[src/rtl/fdivsqrt_pkg.sv]
// Shared definitions for the radix-4 divide/square-root on-the-fly converter.
// Holds the converter state encoding, the one-hot digit bit positions and the
// start-of-conversion constants for U, UM and C.
// Initial-value functions return a wide vector. The caller casts the result
// down to its own DIVb+4 datapath width.
package fdivsqrt_pkg;

  typedef enum logic [1:0] {
    IDLE = 2'd0,
    BUSY = 2'd1,
    DONE = 2'd2
  } otfc_state_e;

  // One-hot positions of the signed radix-4 digit inside udigit
  localparam int D2  = 3;
  localparam int D1  = 2;
  localparam int DN1 = 1;
  localparam int DN2 = 0;

  localparam int INIT_W = 128;
  typedef logic [INIT_W-1:0] init_t;

  // Square root: U = 1.0, UM = 0.75, C = ones in [DIVb+3:DIVb-2]
  function automatic init_t sqrt_u_init(int divb);
    return init_t'(1) << divb;
  endfunction

  function automatic init_t sqrt_um_init(int divb);
    return init_t'(3) << (divb - 2);
  endfunction

  function automatic init_t sqrt_c_init(int divb);
    return ~((init_t'(1) << (divb - 2)) - init_t'(1));
  endfunction

  // Divide: U = 0, UM = -4.0, C = ones in [DIVb+3:DIVb]
  function automatic init_t div_u_init(int divb);
    return init_t'(divb) & '0;
  endfunction

  function automatic init_t div_um_init(int divb);
    return init_t'(3) << (divb + 2);
  endfunction

  function automatic init_t div_c_init(int divb);
    return ~((init_t'(1) << divb) - init_t'(1));
  endfunction

endpackage

[src/rtl/fdivsqrt_otfc_step.sv]
// Combinational on-the-fly conversion step. Takes the current U, UM and C and
// one radix-4 digit, and produces the next U, UM and C. When more than one
// digit bit is set, the priority is 2 > 1 > -1 > -2.
module fdivsqrt_otfc_step
  import fdivsqrt_pkg::*;
#(
  parameter int DIVb = 58
) (
  input  logic [DIVb+3:0] u_i,
  input  logic [DIVb+3:0] um_i,
  input  logic [DIVb+3:0] c_i,
  input  logic [3:0]      udigit_i,
  output logic [DIVb+3:0] u_o,
  output logic [DIVb+3:0] um_o,
  output logic [DIVb+3:0] c_o
);

  logic [DIVb+3:0] k;

  // One-hot weight of the current digit: the lowest set bit of C
  assign k   = c_i & ~(c_i << 1);
  assign c_o = {2'b11, c_i[DIVb+3:2]};

  // Digit append. Every bit at or below K is zero, so OR acts as addition.
  always_comb begin
    // NOTE: default every output first, so no path through the if-chain
    // leaves one unassigned and infers a latch.
    u_o  = u_i;
    um_o = um_i;
    if (udigit_i[D2]) begin
      u_o  = u_i | (k << 1);
      um_o = u_i | k;
    end else if (udigit_i[D1]) begin
      u_o  = u_i | k;
      um_o = u_i;
    end else if (udigit_i[DN1]) begin
      u_o  = um_i | (k << 1) | k;
      um_o = um_i | (k << 1);
    end else if (udigit_i[DN2]) begin
      u_o  = um_i | (k << 1);
      um_o = um_i | k;
    end else begin
      um_o = um_i | (k << 1) | k;
    end
  end

endmodule

[src/rtl/fdivsqrt_otfc_r4.sv]
// Radix-4 on-the-fly quotient/root converter. This module holds the converter
// FSM, the step counter and the U/UM/C registers. The registers feed the
// addend generator.
// Optional feature: define FDIVSQRT_OTFC_DIGIT_CHECK_EN to enable the sticky
// digit_err flag for multi-hot digits. When it is undefined, digit_err is
// tied to 0.
module fdivsqrt_otfc_r4
  import fdivsqrt_pkg::*;
#(
  parameter int DIVb = 58,
  parameter int NW   = 7
) (
  input  logic            clk,
  input  logic            reset_n,
  input  logic            start,
  input  logic            sqrt_mode,
  input  logic [NW-1:0]   niter,
  input  logic            flush,
  input  logic            step_valid,
  input  logic [3:0]      udigit,
  input  logic            rem_neg,
  output logic [DIVb+3:0] U,
  output logic [DIVb+3:0] UM,
  output logic [DIVb+3:0] C,
  output logic            busy,
  output logic            done,
  output logic [DIVb+3:0] result,
  output logic            digit_err
);

  localparam int W = DIVb + 4;
  localparam logic [W-1:0]  SQRT_U   = W'(sqrt_u_init(DIVb));
  localparam logic [W-1:0]  SQRT_UM  = W'(sqrt_um_init(DIVb));
  localparam logic [W-1:0]  SQRT_C   = W'(sqrt_c_init(DIVb));
  localparam logic [W-1:0]  DIV_U    = W'(div_u_init(DIVb));
  localparam logic [W-1:0]  DIV_UM   = W'(div_um_init(DIVb));
  localparam logic [W-1:0]  DIV_C    = W'(div_c_init(DIVb));
  localparam logic [NW-1:0] MAX_ITER = NW'(DIVb / 2);

  otfc_state_e   state_q;
  logic [W-1:0]  u_q, um_q, c_q;
  logic [W-1:0]  u_d, um_d, c_d;
  logic [NW-1:0] cnt_q, target_q, cnt_inc, niter_clamped;
  logic          busy_q, done_q;
  logic          start_take, step_take;

  assign niter_clamped = (niter > MAX_ITER) ? MAX_ITER : niter;
  assign cnt_inc       = cnt_q + 1'b1;
  assign start_take    = !flush && start && (state_q != BUSY);
  assign step_take     = !flush && step_valid && (state_q == BUSY);

  fdivsqrt_otfc_step #(.DIVb(DIVb)) u_step (
    .u_i      (u_q),
    .um_i     (um_q),
    .c_i      (c_q),
    .udigit_i (udigit),
    .u_o      (u_d),
    .um_o     (um_d),
    .c_o      (c_d)
  );

  // Converter FSM with its registered datapath, step counter and status flags
  always_ff @(posedge clk or negedge reset_n) begin
    if (!reset_n) begin
      state_q  <= IDLE;
      u_q      <= '0;
      um_q     <= '0;
      c_q      <= '0;
      cnt_q    <= '0;
      target_q <= '0;
      busy_q   <= 1'b0;
      done_q   <= 1'b0;
    end else if (flush) begin
      // Abort: go idle and keep the datapath registers as they are
      state_q <= IDLE;
      busy_q  <= 1'b0;
      done_q  <= 1'b0;
    end else begin
      // NOTE: non-blocking assignments here, so every register samples the
      // pre-edge values and the statement order does not matter.
      case (state_q)
        IDLE, DONE: begin
          if (start_take) begin
            u_q      <= sqrt_mode ? SQRT_U  : DIV_U;
            um_q     <= sqrt_mode ? SQRT_UM : DIV_UM;
            c_q      <= sqrt_mode ? SQRT_C  : DIV_C;
            cnt_q    <= '0;
            target_q <= niter_clamped;
            if (niter_clamped == '0) begin
              state_q <= DONE;
              busy_q  <= 1'b0;
              done_q  <= 1'b1;
            end else begin
              state_q <= BUSY;
              busy_q  <= 1'b1;
              done_q  <= 1'b0;
            end
          end
        end
        BUSY: begin
          if (step_take) begin
            u_q   <= u_d;
            um_q  <= um_d;
            c_q   <= c_d;
            cnt_q <= cnt_inc;
            if (cnt_inc == target_q) begin
              state_q <= DONE;
              busy_q  <= 1'b0;
              done_q  <= 1'b1;
            end
          end
        end
        default: begin
          state_q <= IDLE;
          busy_q  <= 1'b0;
          done_q  <= 1'b0;
        end
      endcase
    end
  end

`ifdef FDIVSQRT_OTFC_DIGIT_CHECK_EN
  logic digit_err_q;
  logic multi_hot;

  assign multi_hot = |(udigit & (udigit - 4'd1));

  // Sticky flag for an accepted multi-hot digit; only a start clears it
  always_ff @(posedge clk or negedge reset_n) begin
    if (!reset_n) begin
      digit_err_q <= 1'b0;
    end else if (start_take) begin
      digit_err_q <= 1'b0;
    end else if (step_take && multi_hot) begin
      digit_err_q <= 1'b1;
    end
  end

  assign digit_err = digit_err_q;
`else
  assign digit_err = 1'b0;
`endif

  assign U      = u_q;
  assign UM     = um_q;
  assign C      = c_q;
  assign busy   = busy_q;
  assign done   = done_q;
  assign result = rem_neg ? um_q : u_q;

endmodule

[config.mk]
export PLATFORM = sky130hd
export DESIGN_NAME = fdivsqrt_otfc_r4
export DESIGN_NICKNAME = d
export VERILOG_FILES = /design/src/rtl/fdivsqrt_pkg.sv /design/src/rtl/fdivsqrt_otfc_step.sv /design/src/rtl/fdivsqrt_otfc_r4.sv
export SDC_FILE = /design/constraint.sdc
export NUM_CORES = 1
export LEC_CHECK = 0
export CELL_PAD_IN_SITES_DETAIL_PLACEMENT = 1
export CELL_PAD_IN_SITES_GLOBAL_PLACEMENT = 1
export CORE_UTILIZATION = 39
export DETAILED_ROUTE_END_ITERATION = 12
export PLACE_DENSITY_LB_ADDON = 0.1
export SETUP_SLACK_MARGIN = 0.3
export SYNTH_ARGS = -nofsm -noshare
export SYNTH_HDL_FRONTEND = slang
export SYNTH_SLANG_ARGS = --single-unit
export TNS_END_PERCENT = 5
[constraint.sdc]
create_clock -name clk -period 3.3 [get_ports clk]
set_input_delay 0.66 -clock clk [delete_from_list [all_inputs] [get_ports clk]]
set_output_delay 0.66 -clock clk [all_outputs]
set_load 0.005 [all_outputs]
### After elaboration in Yosys (flattened, before gate mapping)

Index checks and enable logic that the tools add are counted.

* $add $sub $neg: 1
* magnitude comparators: 1
* equality and inequality tests: 10
* multiplexer cells: 43
* bitwise operators: 8
* reduce and logical (&&, ||, !) cells: 13

Operator list (count)
* $mux 62: 16
* $pmux 62 s2: 3
* $or 62x62->62: 5
* $and 62x62->62: 1
* $not 62->62: 1
* $mux 59: 1
* $mux 58: 1
* $mux 7: 3
* $pmux 7 s2: 1
* $mux 1: 10
* $mux 2: 5
* $add 7x1->7 const B: 1
* $eq 7x7->1: 1
* $gt 7x5->1 const B: 1
* $logic_not 7->1: 1
* $ne 3x3->1 const B: 2
* $reduce_and 3->1: 2
* $ne 5x5->1 const B: 1
* $reduce_and 5->1: 1
* $logic_and 1x1->1: 4
* $ne 2x2->1 const B: 2
* $pmux 1 s2: 2
* $pmux 2 s2: 1
* $reduce_and 4->1: 1
* other kinds (9): 9

* bits in registers: 204
* input bits: 18
* output and inout port bits: 251
* word-level logic and storage cells: 84

### Depth between registers and ports, before layout

* word-level depth: 10
* depth in mapped cells: 8
* depth with buffers taken out: 6

### Hierarchy

A second synthesis with hierarchy kept.

* cell total of the unflattened synthesis: 1703
* area, all modules: 14724.1 um2

By module, submodules not included
* fdivsqrt_otfc_r4: instances 1, cells an instance 605, area each 8359.3 um2, seq. area each 5079.9 um2
* fdivsqrt_otfc_step: instances 1, cells an instance 1098, area each 6364.9 um2, seq. area each 0.0 um2

### Least setup slack after synthesis

Ideal clock, no wire load.

* kind: input -> output
* start: in rem_neg
* end: out result[33]
* arrival time: 1647 ps
* data required time: 2640 ps
* setup slack: 993 ps
* stages on the path: 3
* path buffers: 2
* cell sequence: clkbuf_1 > buf_1 > mux2_2

* longest elaborated chain between the ends: 1

RTL lines
* from (decl): line fdivsqrt_otfc_r4.sv:21 `input logic rem_neg,`
* $mux 62: line fdivsqrt_otfc_r4.sv:149 `assign result = rem_neg ? um_q : u_q;`
* to (decl): line fdivsqrt_otfc_r4.sv:27 `output logic [DIVb+3:0] result,`

Every way passes these cells.

### Final worst setup path

* start: in rem_neg
* end: out result[25]

The elaborated chain is that of the path after synthesis.

==> summary.txt <==
Setup path
  – Worst EP arrival: ~2.2 ns
  – Startpoint Class: input pin
  – Flop2flop setup slack: 1.09 ns
  – Crit Reg-Reg Startpoint: done
  – Crit Path Class: in -> out
  – Req. time, crit path: 2.64 ns
  – CP Max Fanout: 35
  – Setup crit end kind: primary output
  – R2R depth: 6

Detailed routing
  – WL/cell: about 22 um
  – Via-per-instance ratio: between 5 and 6
  – Initial DRC Count: a little under 600
  – DRC: 0
  – WL final: between 30 and 40 mm
  – Routed Antenna Nets: 0
  – Vias: between 10000 and 15000
  – Total iterations of the first detailed-routing run: 6

Pwr
  – P_leak: approximately 5.4 nW
  – Flop pwr share: 0.397
  – Sw Pwr: roughly 0.0025 W
  – Switch share: 0.3464
  – Pwr Density: 543.1 nW/um2
  – Peak supply drop: approximately 0.38 mV
  – Gate power share: 0.330
  – Share of total power in the clock network: 0.273
  – Internal Power: 0.004723 W

Logic synthesis
  – Register area share after synthesis: 0.4313
  – Yosys top cell area share: 0.4313
  – Yosys reg bits: approximately 170
  – Synth cell types: 52
  – Leading area contributor after synthesis: dfrtp_1
  – Synth Cell Area: between 9000 and 10000 um2
  – Average size of a mapped cell: 8.282 um2
  – Post-synthesis cell count: 1198
  – Post-synth top flop: dfrtp_1
  – EDFF count, synth: 0
  – Synth Net Count: ~1200
  – Asr flop ratio synth: 1.000
  – Top cells by area, synth: dfrtp_1, o21ai_0, a21oi_1
  – Synth warnings: 0

Finish
  – Fill count: 2944
  – Final core utilization: 0.5315
  – Final #Nets: 1414
  – Area delta synth->final: 34.11%
  – Fraction of layout cells with a size suffix above 1: 0.1058
  – Diodes inserted: 0

Global routing
  – First-pass GRT wire length: ~59 mm
  – Maximum number of pins on one net before global-route repair: 70
  – Initial antenna violation count: 1
  – Overflow after GRT: 0
  – Vias in the first global route: around 11000
  – Overall Global Routing Usage: 0.2911

Timing
  – RSZ-0062 raised after global routing: false
  – Minimum clock period: approximately 2.9 ns
  – Setup violators final: 0
  – Worst Tran Pin Value: a little over 0.7 ns
  – Final Max Slew Viols: 0
  – Worst slew margin: 0.5228
  – Final Hold Viols: 0
  – Final period utilization: 0.8691
  – Setup Total Neg Slack: 0 ns
  – Fmax: between 300 and 400 MHz
  – Clock Skews: approximately 0.0092 ns

Floorplan
  – Die ar.: ~26000 um2
  – Core Region: around 25000 um2
  – Row count: 58
  – Die height: 161.5 um
  – Die width: around 160 um
  – Ports: roughly 270
  – Initial Utilization: 0.3963

Clock network
  – Htree depth: 4
  – Hold_buf cts: 0
  – Post_cts resized: 0
  – CTS tree: built
  – Num CTS Buffers: 17
  – TritonCTS Sinks: between 150 and 200
  – Setup Fix Bufs, Post-CTS: 0
  – Clock Root Buffer: clkbuf_16
  – Bufs on Longest Clock Path: 2
  – Clock-pin slew on the worst setup and hold paths: roughly 0.080 ns
  – Worst skew pair latency: between 0.4 and 0.5 ns

Placed design
  – Placer's final routability congestion estimate: 0.8113
  – Post-DP HPWL: around 25 mm
  – Port Buffers: around 270

Flow run
  – Max-cap viol count: 0

Worst hold path
  – HP Class: in -> async

Outcome
  – Outcome: complete, no violations
-- worst max-delay path: stages --
cell and delay, ns:
buf_4 0.43, buf_4 0.30, mux2_2 0.36, clkdlybuf4s50_1 0.44
-- cells in the final DEF (no fill, tap or decap), types with 2 or more instances in the layout --
cell type / instances
nor2b_1: 33
a21oi_1: 170
a211oi_1: 2
buf_4: 36
inv_6: 5
clkdlybuf4s50_1: 264
inv_1: 21
o21ai_1: 10
clkinvlp_4: 2
a31oi_1: 6
o211ai_1: 3
nand2_1: 161
or3_1: 18
o21ai_0: 213
xnor2_1: 4
buf_12: 3
clkinv_4: 5
inv_2: 2
o31ai_1: 18
o21bai_1: 2
clkbuf_16: 17
and3_1: 2
nand3_1: 33
a32o_1: 11
a22o_1: 20
o22a_1: 2
nand4_1: 2
mux2_2: 63
clkbuf_8: 2
nand3b_1: 2
nand2_2: 2
nor2_1: 45
dfrtp_1: 171
xor2_1: 4
nand2b_1: 17
nor3_1: 10
-- power groups by stage --
stage	registers, W	logic [W]	clock network [W]
finish	0.00287	0.00238	0.00197
global route	0.00292	0.00260	0.00206
CTS	0.00287	0.00240	0.00199
detailed placement	0.00290	0.00238	0
global placement	0.00289	0.00232	0
floorplan	0.00277	0.00102	0
-- synthesized netlist by cell type, drive strengths merged, types with 11 or more instances --
| cell | number |
|---|---|
| mux2 | 63 |
| or3 | 18 |
| a21oi | 172 |
| buf | 57 |
| nand2b | 17 |
| a32o | 11 |
| inv | 23 |
| nand3 | 33 |
| o21ai | 223 |
| nor2b | 34 |
| nor2 | 47 |
| o31ai | 18 |
| clkbuf | 69 |
| dfrtp | 171 |
| nand2 | 163 |
| a22o | 20 |
-- layout make-up --
cell class                 instances  area, um2  share of cell area
clock buffer                      19      452.9             0.03404
clock inverter                    13      107.6            0.008086
inverter                          23      86.33            0.006488
multi-input combinational        878       4984              0.3745
sequential                       171       4279              0.3216
tap                              330      412.9             0.03103
timing repair buffer             304       2984              0.2243
-- flip-flops by register name, indices dropped and copies added, names as in the netlist, named ones only --
register / flops
done: 1
U: 61
C: 31
cnt_q: 7
UM: 58
state_q: 1
target_q: 7
-- per-stage QoR --
stage	std cells	setup WS (ns)	total power [W]	hold WS (ns)	instance area [um2]
2_1_floorplan	1198	0.9932	0.003795	0.3644	9922
3_3_place_gp	1706	0.4675	0.005215	0.4919	12750
3_5_place_dp	1706	0.4240	0.005286	0.5043	12750
4_1_cts	1738	0.4190	0.007261	0.2610	13310
5_1_grt	1738	0.3690	0.007584	0.2711	13310
6_report	1738	0.4319	0.007227	0.2309	13310
-- kinds of logic (layout without fill, tap and decap cells) --
group           Yosys count  count (layout)  share of synthesized area
xor+xnor                  8               8                   0.007061
fa+ha+maj                 1               1                   0.001261
flops                   171             171                     0.4313
simple gates            336             336                     0.1556
other cells               1               1                  0.0003779
mux                      63              63                    0.07150
compound gates          469             469                     0.2620
buf+inv                 149             359                    0.07087
-- routing by layer --
metal / wire length, um / global-route usage / share of wire / vias up
li1: - / - / - / 4592
met1: 15950 / 0.3675 / 0.43 / 5196
met2: 18410 / 0.4943 / 0.49 / 309
met3: 2203 / 0.05932 / 0.059 / 63
met4: 901 / 0.09991 / 0.024 / 0
met5: 0 / 0 / 0 / -
-- worst max-delay path by stage --
| stage | to | cells after the start | startpoint | slack, ns |
|---|---|---|---|---|
| final | result[25] | 4 | rem_neg | 0.43 |
| after CTS | result[25] | 4 | rem_neg | 0.42 |
| after floorplan | result[33] | 3 | rem_neg | 0.99 |
| after global placement | result[26] | 4 | rem_neg | 0.47 |
| after detailed placement | result[25] | 4 | rem_neg | 0.42 |
| after global routing | result[25] | 4 | rem_neg | 0.37 |
Note: power is estimated with default switching activity, not from simulation.
